`src/rtl/motor602_seq_ctrl.sv`:
```
// Run-state sequencer for the three-phase motor datapath: align, open-loop ramp,
// run and stop sequencing plus the operator speed/power setpoints.
//
// state | meaning
// IDLE  | outputs off, waiting for start with no force-stop
// ALIGN | rotor held on step 0 for ALIGN_CYC clocks
// RAMP  | stepping, period slewing from START_PERIOD toward target
// RUN   | stepping at (or tracking) the target period
// STOP  | all-off dwell of GAP_CYC clocks before IDLE
module motor602_seq_ctrl #(
    parameter logic [23:0] ALIGN_CYC    = 24'd500_000,
    parameter logic [23:0] START_PERIOD = 24'd1_000_000,
    parameter logic [23:0] INIT_TARGET  = 24'd200_000,
    parameter logic [23:0] MIN_PERIOD   = 24'd50_000,
    parameter logic [23:0] MAX_PERIOD   = 24'd2_000_000,
    parameter logic [23:0] RAMP_STEP    = 24'd10_000,
    parameter logic [23:0] SPEED_STEP   = 24'd5_000,
    parameter logic [23:0] REPEAT_CYC   = 24'd500_000,
    parameter logic [7:0]  DUTY_INIT    = 8'd64,
    parameter logic [7:0]  DUTY_STEP    = 8'd4,
    parameter logic [7:0]  DUTY_MIN     = 8'd16,
    parameter logic [7:0]  DUTY_MAX     = 8'd240,
    parameter logic [23:0] GAP_CYC      = 24'd250_000
) (
    input  logic        clk50mhzI,
    input  logic        nRstI,
    input  logic        m3startI,
    input  logic        m3forceStopI,
    input  logic        m3invRotateI,
    input  logic        m3speedINCi,
    input  logic        m3speedDECi,
    input  logic        m3powerINCi,
    input  logic        m3powerDECi,
    output logic        runEnO,
    output logic        dirO,
    output logic [2:0]  stepIdxO,
    output logic        stepStrobeO,
    output logic [23:0] periodO,
    output logic [7:0]  dutyO,
    output logic [2:0]  stateO
);

    typedef enum logic [2:0] {
        IDLE  = 3'd0,
        ALIGN = 3'd1,
        RAMP  = 3'd2,
        RUN   = 3'd3,
        STOP  = 3'd4
    } seqStateT;

    localparam logic [24:0] MIN25   = {1'b0, MIN_PERIOD};
    localparam logic [24:0] MAX25   = {1'b0, MAX_PERIOD};
    localparam logic [24:0] SPEED25 = {1'b0, SPEED_STEP};
    localparam logic [24:0] RAMP25  = {1'b0, RAMP_STEP};
    localparam logic [8:0]  DMIN9   = {1'b0, DUTY_MIN};
    localparam logic [8:0]  DMAX9   = {1'b0, DUTY_MAX};
    localparam logic [8:0]  DSTEP9  = {1'b0, DUTY_STEP};

    seqStateT    state;
    logic [6:0]  rawIn;
    logic [6:0]  syncA;
    logic [6:0]  syncB;
    logic [3:0]  btnPrev;
    logic [3:0]  btnRise;
    logic        startS;
    logic        forceS;
    logic        invS;
    logic        spIncS;
    logic        spDecS;
    logic        pwIncS;
    logic        pwDecS;

    logic [23:0] spRep;
    logic [23:0] pwRep;
    logic [23:0] spRepNext;
    logic [23:0] pwRepNext;
    logic [1:0]  spTick;
    logic [1:0]  pwTick;
    logic [24:0] tgt;
    logic [24:0] tgtNext;
    logic [7:0]  dutySp;
    logic [7:0]  dutyNext;

    logic [23:0] stepCnt;
    logic [23:0] dwellCnt;
    logic [24:0] period25;
    logic [24:0] slewed;
    logic        rampDone;
    logic        stepTc;
    logic        stopReq;
    logic [2:0]  idxNext;

    assign stateO = state;
    assign rawIn  = {m3startI, m3forceStopI, m3invRotateI,
                     m3speedINCi, m3speedDECi, m3powerINCi, m3powerDECi};
    assign {startS, forceS, invS, spIncS, spDecS, pwIncS, pwDecS} = syncB;
    assign btnRise = syncB[3:0] & ~btnPrev;

    always_ff @(posedge clk50mhzI or negedge nRstI) begin
        if (!nRstI) begin
            syncA   <= '0;
            syncB   <= '0;
            btnPrev <= '0;
        end else begin
            syncA   <= rawIn;
            syncB   <= syncA;
            btnPrev <= syncB[3:0];
        end
    end

    // {incTick, decTick}: a fresh press ticks at once, a held press every REPEAT_CYC
    function automatic logic [1:0] tickOf(input logic inc, input logic dec,
                                          input logic incRise, input logic decRise,
                                          input logic repTc);
        logic [1:0] t;
        t = 2'b00;
        if (inc && !dec) begin
            t[1] = incRise || repTc;
        end else if (dec && !inc) begin
            t[0] = decRise || repTc;
        end
        return t;
    endfunction

    function automatic logic [23:0] repNext(input logic inc, input logic dec,
                                            input logic incRise, input logic decRise,
                                            input logic repTc, input logic [23:0] cnt);
        logic [23:0] n;
        n = '0;
        if (inc ^ dec) begin
            if (!((inc ? incRise : decRise) || repTc)) begin
                n = cnt + 24'd1;
            end
        end
        return n;
    endfunction

    assign spTick    = tickOf(spIncS, spDecS, btnRise[3], btnRise[2], spRep == REPEAT_CYC - 24'd1);
    assign pwTick    = tickOf(pwIncS, pwDecS, btnRise[1], btnRise[0], pwRep == REPEAT_CYC - 24'd1);
    assign spRepNext = repNext(spIncS, spDecS, btnRise[3], btnRise[2], spRep == REPEAT_CYC - 24'd1, spRep);
    assign pwRepNext = repNext(pwIncS, pwDecS, btnRise[1], btnRise[0], pwRep == REPEAT_CYC - 24'd1, pwRep);

    // Speed INC shortens the step period; clamps are arranged so no operand wraps
    always_comb begin
        tgtNext = tgt;
        if (spTick[1]) begin
            tgtNext = (tgt < MIN25 + SPEED25) ? MIN25 : tgt - SPEED25;
        end else if (spTick[0]) begin
            tgtNext = (tgt + SPEED25 > MAX25) ? MAX25 : tgt + SPEED25;
        end
    end

    always_comb begin
        dutyNext = dutySp;
        if (pwTick[1]) begin
            dutyNext = ({1'b0, dutySp} + DSTEP9 > DMAX9) ? DUTY_MAX : dutySp + DUTY_STEP;
        end else if (pwTick[0]) begin
            dutyNext = ({1'b0, dutySp} < DMIN9 + DSTEP9) ? DUTY_MIN : dutySp - DUTY_STEP;
        end
    end

    always_ff @(posedge clk50mhzI or negedge nRstI) begin
        if (!nRstI) begin
            tgt    <= {1'b0, INIT_TARGET};
            dutySp <= DUTY_INIT;
            spRep  <= '0;
            pwRep  <= '0;
        end else begin
            tgt    <= tgtNext;
            dutySp <= dutyNext;
            spRep  <= spRepNext;
            pwRep  <= pwRepNext;
        end
    end

    assign period25 = {1'b0, periodO};

    always_comb begin
        slewed = tgt;
        if (period25 > tgt) begin
            if (period25 > tgt + RAMP25) begin
                slewed = period25 - RAMP25;
            end
        end else if (period25 + RAMP25 < tgt) begin
            slewed = period25 + RAMP25;
        end
    end

    assign rampDone = (slewed == tgt);
    assign stepTc   = ({1'b0, stepCnt} + 25'd1 == period25);
    assign stopReq  = forceS || !startS || (invS != dirO);

    always_comb begin
        idxNext = stepIdxO;
        if (dirO) begin
            idxNext = (stepIdxO == 3'd0) ? 3'd5 : stepIdxO - 3'd1;
        end else begin
            idxNext = (stepIdxO == 3'd5) ? 3'd0 : stepIdxO + 3'd1;
        end
    end

    always_ff @(posedge clk50mhzI or negedge nRstI) begin
        if (!nRstI) begin
            state       <= IDLE;
            runEnO      <= 1'b0;
            dirO        <= 1'b0;
            stepIdxO    <= 3'd0;
            stepStrobeO <= 1'b0;
            periodO     <= START_PERIOD;
            dutyO       <= 8'd0;
            stepCnt     <= '0;
            dwellCnt    <= '0;
        end else begin
            stepStrobeO <= 1'b0;
            case (state)
                IDLE: begin
                    dutyO <= 8'd0;
                    if (startS && !forceS) begin
                        state    <= ALIGN;
                        dirO     <= invS;
                        runEnO   <= 1'b1;
                        stepIdxO <= 3'd0;
                        dutyO    <= dutyNext;
                        dwellCnt <= '0;
                    end
                end
                ALIGN: begin
                    if (stopReq) begin
                        state    <= STOP;
                        runEnO   <= 1'b0;
                        dutyO    <= 8'd0;
                        dwellCnt <= '0;
                    end else begin
                        dutyO <= dutyNext;
                        if (dwellCnt == ALIGN_CYC - 24'd1) begin
                            state    <= RAMP;
                            periodO  <= START_PERIOD;
                            stepCnt  <= '0;
                            dwellCnt <= '0;
                        end else begin
                            dwellCnt <= dwellCnt + 24'd1;
                        end
                    end
                end
                RAMP, RUN: begin
                    if (stopReq) begin
                        state    <= STOP;
                        runEnO   <= 1'b0;
                        dutyO    <= 8'd0;
                        dwellCnt <= '0;
                    end else begin
                        dutyO <= dutyNext;
                        if (stepTc) begin
                            stepStrobeO <= 1'b1;
                            stepCnt     <= '0;
                            stepIdxO    <= idxNext;
                            periodO     <= slewed[23:0];
                            if (state == RAMP && rampDone) begin
                                state <= RUN;
                            end
                        end else begin
                            stepCnt <= stepCnt + 24'd1;
                        end
                    end
                end
                STOP: begin
                    dutyO <= 8'd0;
                    if (dwellCnt == GAP_CYC - 24'd1) begin
                        state    <= IDLE;
                        dwellCnt <= '0;
                    end else begin
                        dwellCnt <= dwellCnt + 24'd1;
                    end
                end
                default: begin
                    state  <= IDLE;
                    runEnO <= 1'b0;
                    dutyO  <= 8'd0;
                end
            endcase
        end
    end

endmodule

```
`config.mk`:
```
export PLATFORM = sky130hd
export DESIGN_NAME = motor602_seq_ctrl
export DESIGN_NICKNAME = d
export VERILOG_FILES = /design/src/rtl/motor602_seq_ctrl.sv
export SDC_FILE = /design/constraint.sdc
export NUM_CORES = 1
export LEC_CHECK = 0
export BUFFER_PORTS_ARGS = -buffer_cell sky130_fd_sc_hd__clkbuf_2
export CORE_ASPECT_RATIO = 0.9
export CORE_UTILIZATION = 46
export CTS_CLUSTER_DIAMETER = 150
export DETAILED_ROUTE_END_ITERATION = 8
export PLACE_DENSITY_LB_ADDON = 0.12
export RECOVER_POWER = 100
export SLEW_MARGIN = 20
export SYNTH_ARGS = -nofsm -noshare
export SYNTH_HDL_FRONTEND = slang
export SYNTH_SLANG_ARGS = --single-unit
```
`constraint.sdc`:
```
create_clock -name clk50mhzI -period 4.9 [get_ports clk50mhzI]
set_input_delay 0.245 -clock clk50mhzI [delete_from_list [all_inputs] [get_ports clk50mhzI]]
set_output_delay 0.245 -clock clk50mhzI [all_outputs]
set_load 0.03 [all_outputs]
```
==> results.tsv <==
stage	metric	value	unit
placement	GP Congestion	0.992	
setup_path	worst-path fanout max	16	
logic_synthesis	#FFs+latches synth	185	
route	DR vias	13200	
logic_synthesis	most frequent cells after synthesis	dfrtp_1, nor2_1, nand2_1, o21ai_0, xnor2_1	
floorplanning	die area	31500	µm²
final_layout	Filler cells	2830	
logic_synthesis	sequential area share after synthesis	32.8	%
logic_synthesis	Post-synth EDFFs	0	
global_routing	largest net degree at the start of global routing	118	
cts	clock latency at the later pin of the worst-skew pair	450	ps
logic_synthesis	Post-Syn Nets	1777	
cts	cts bufs inserted	17	
logic_synthesis	Post-synth ARST share	100	%
cts	Max Root-Sink Buffers	2	
placement	buffers added on ports	49	
sta	Tmin final	4630	ps
cts	Reg clk slew, reported paths	80	ps
final_layout	number of diodes	0	
final_layout	share of cells above drive strength 1	8.63	%
cts	CTS Sinks	185	
global_routing	first-pass GRT wire length	68900	µm
route	Vias/cell	6.17	
status	outcome	finished with violations	
final_layout	final net count	1815	
global_routing	grt total ovfl	0	
setup_path	Setup crit start kind	flop	
setup_path	CP bufs+invs	1	
setup_path	CP Capture Type	flop	
power	Leak	6.38	nW
sta	Min Hold Slack	351	ps
setup_path	Cell Chain, Critical Path	nand3_1, a21oi_1, and3_1, xor2_1, ha_1, and4_1, a221oi_1, a211oi_1, a2111oi_1, o21a_1, buf_4, a21oi_1, mux2_1, o31ai_1	
floorplanning	Ports	50	
setup_path	Worst path max stage delay	730	ps
floorplanning	Die W	187	µm
global_routing	initial antenna violation count	0	
logic_synthesis	largest cells by area after synthesis	dfrtp_1, ha_1, xnor2_1	
route	final wirelength	43000	µm
floorplanning	core area	30100	µm²
setup_path	Top delay family on crit path	compound AO/OA/AOI/OAI gates	
route	DRT antenna net count	0	
worst_hold_path	min-delay worst type	flop to flop	
power	post-layout power	8.65	mW
status	violated checks	max-capacitance violations, max-slew violations	
logic_synthesis	leading area contributor after synthesis	dfrtp_1	
cts	root buffer selected by CTS	clkbuf_16	
setup_path	Critical Path Most Common Cell	a21oi_1	
route	drt first pass iters	6	
logic_synthesis	ys flop type	dfrtp_1	
sta	crit share post-route	94.5	%
logic_synthesis	top-count cell post-synth	dfrtp_1	
setup_path	crit path DAT	4960	ps
global_routing	gr usage total	27.4	%
cts	H-tree depth	4	
logic_synthesis	number of distinct library cells after synthesis	89	
sta	slew at the pin closest to its max-slew limit	3490	ps
sta	setup violators final	0	
route	wire length per cell	20.1	µm
logic_synthesis	Synth Warn #	0	
sta	Max-slew headroom	-133	%
placement	HPWL after DPL	31100	µm
setup_path	Critical-path top delay cell	dfstp_2	
logic_synthesis	synthesized instance count	1687	
setup_path	Setup CP Type	flop to flop	
route	initial DRC count	1142	
final_layout	Layout area overhead	9.71	%
floorplanning	Site Rows	60	
route	Residual DRC	0	
power	Max VDD drop	349	µV
logic_synthesis	post-synth top area share	30.2	%
sta	fmax	0.216	GHz
sta	Clock Skew	13.5	ps
setup_path	Req. time, crit path	5230	ps
sta	max-slew violations	103	
logic_synthesis	Mapped Area	14200	µm²
floorplanning	Die H	169	µm
floorplanning	Initial Util	47.1	%
cts	CTS tree	built	
global_routing	vias in the first global route	12500	
power	pwr dens	556	nW/µm²
job	max cap viols	2	
logic_synthesis	Syn Area/Cell	8.41	µm²
sta	final hold viol count	0	
[layer usage]
metal  vias up  wire length, µm  GRT usage, %
li1       6212                -             -
met1      6383            19900          39.3
met2       546            19100          42.1
met3        73             3190          4.81
met4         0              802          7.95
met5         -                0             0
[power by group]
group / internal (mW) / switching, mW / total (mW)
Clock: 0.693 / 0.723 / 1.42
Combinational: 1.87 / 3.23 / 5.10
Sequential: 1.74 / 0.393 / 2.14
Total: 4.30 / 4.35 / 8.65
[logic make-up after synthesis]
family | synth area share [%]
AO/OA/AOI/OAI | 20.1
XOR/XNOR | 10.3
adder cells (fa/ha/maj) | 7.15
buffers and inverters | 4.88
flip-flops | 32.8
multiplexers | 2.00
AND/OR/NAND/NOR | 22.9
[area by class of cell]
type / count / area (µm²) / share of cell area, %
clock inverter: 12 / 130 / 0.836
timing repair buffer: 119 / 729 / 4.69
clock buffer: 20 / 447 / 2.87
sequential: 185 / 4650 / 29.9
multi-input combinational: 1333 / 8840 / 56.8
tap: 403 / 504 / 3.24
inverter: 69 / 259 / 1.66
[flip-flops by register name, summed over array words and instances, names as in the netlist, 3 cells and up]
register	count
dwellCnt	24
periodO	24
pwRep	24
spRep	24
stepCnt	24
tgt	22
dutyO	8
dutySp	8
syncA	7
syncB	7
btnPrev	4
stateO	3
stepIdxO	3
[path summary, 6_finish.rpt]
check	start	endpoint	slack (ps)	depth (start not counted)
max	periodO[6]$_DFFE_PN1P_	periodO[5]$_DFFE_PN0P_	270	14
min	syncA[5]$_DFF_PN0_	syncB[5]$_DFF_PN0_	350	0
max reg2reg	periodO[6]$_DFFE_PN1P_	periodO[5]$_DFFE_PN0P_	270	14
min reg2reg	syncA[5]$_DFF_PN0_	syncB[5]$_DFF_PN0_	350	0
max in group asynchronous	nRstI	dwellCnt[18]$_DFFE_PN0P_	880	3
min in group asynchronous	nRstI	tgt[22]$_DFFE_PN0P_	1670	2
[metrics by stage]
step | cell area, µm² | setup TNS, ps | util (%) | setup WS [ps] | std cells
floorplan | 14200 | 0 | - | 591 | 1687
global route | 15600 | -153 | 51.7 | -75.1 | 2141
CTS | 15600 | 0 | 52.0 | 287 | 2141
detailed placement | 15000 | 0 | 49.8 | 329 | 2101
global placement | 15000 | 0 | 49.8 | 271 | 2101
finish | 15600 | 0 | 51.7 | 270 | 2141
[worst register-to-register path, delay by kind of cell (launching register included)]
| family | cells | cell delay (ps) |
|---|---|---|
| buf+inv | 1 | 200 |
| xor+xnor | 1 | 220 |
| compound gates | 7 | 2000 |
| fa+ha+maj | 1 | 290 |
| mux | 1 | 310 |
| flops | 1 | 730 |
| simple gates | 3 | 770 |
[cell usage in the layout, fill, tap and decap left out, drive strengths merged, types with 11 or more instances in the layout]
master and instances:
o22ai 17, nand4 37, mux2i 16, nor3 50
a21o 13, clkbuf 75, dfrtp 171, xor2 63
o211ai 11, nor2b 17, nor2 166, dfstp 14
or2 11, nand2 129, and3 31, or3 15
a31oi 16, mux2 11, a21oi 93, a22o 11
o21a 12, nand3 92, nor4 22, ha 81
clkinv 11, buf 55, xnor2 103, a221oi 15
a211oi 15, inv 69, and4 16, o21ai 115
[repair_timing]
item                                   in CTS  in global routing
gates resized for setup                     0                  5
buffers inserted                            0                  0
endpoints found under the hold margin      69                  0
setup endpoints to repair                   0                 22
hold buffers                                8                  0
No activity file was read; power rests on OpenSTA's default activity.
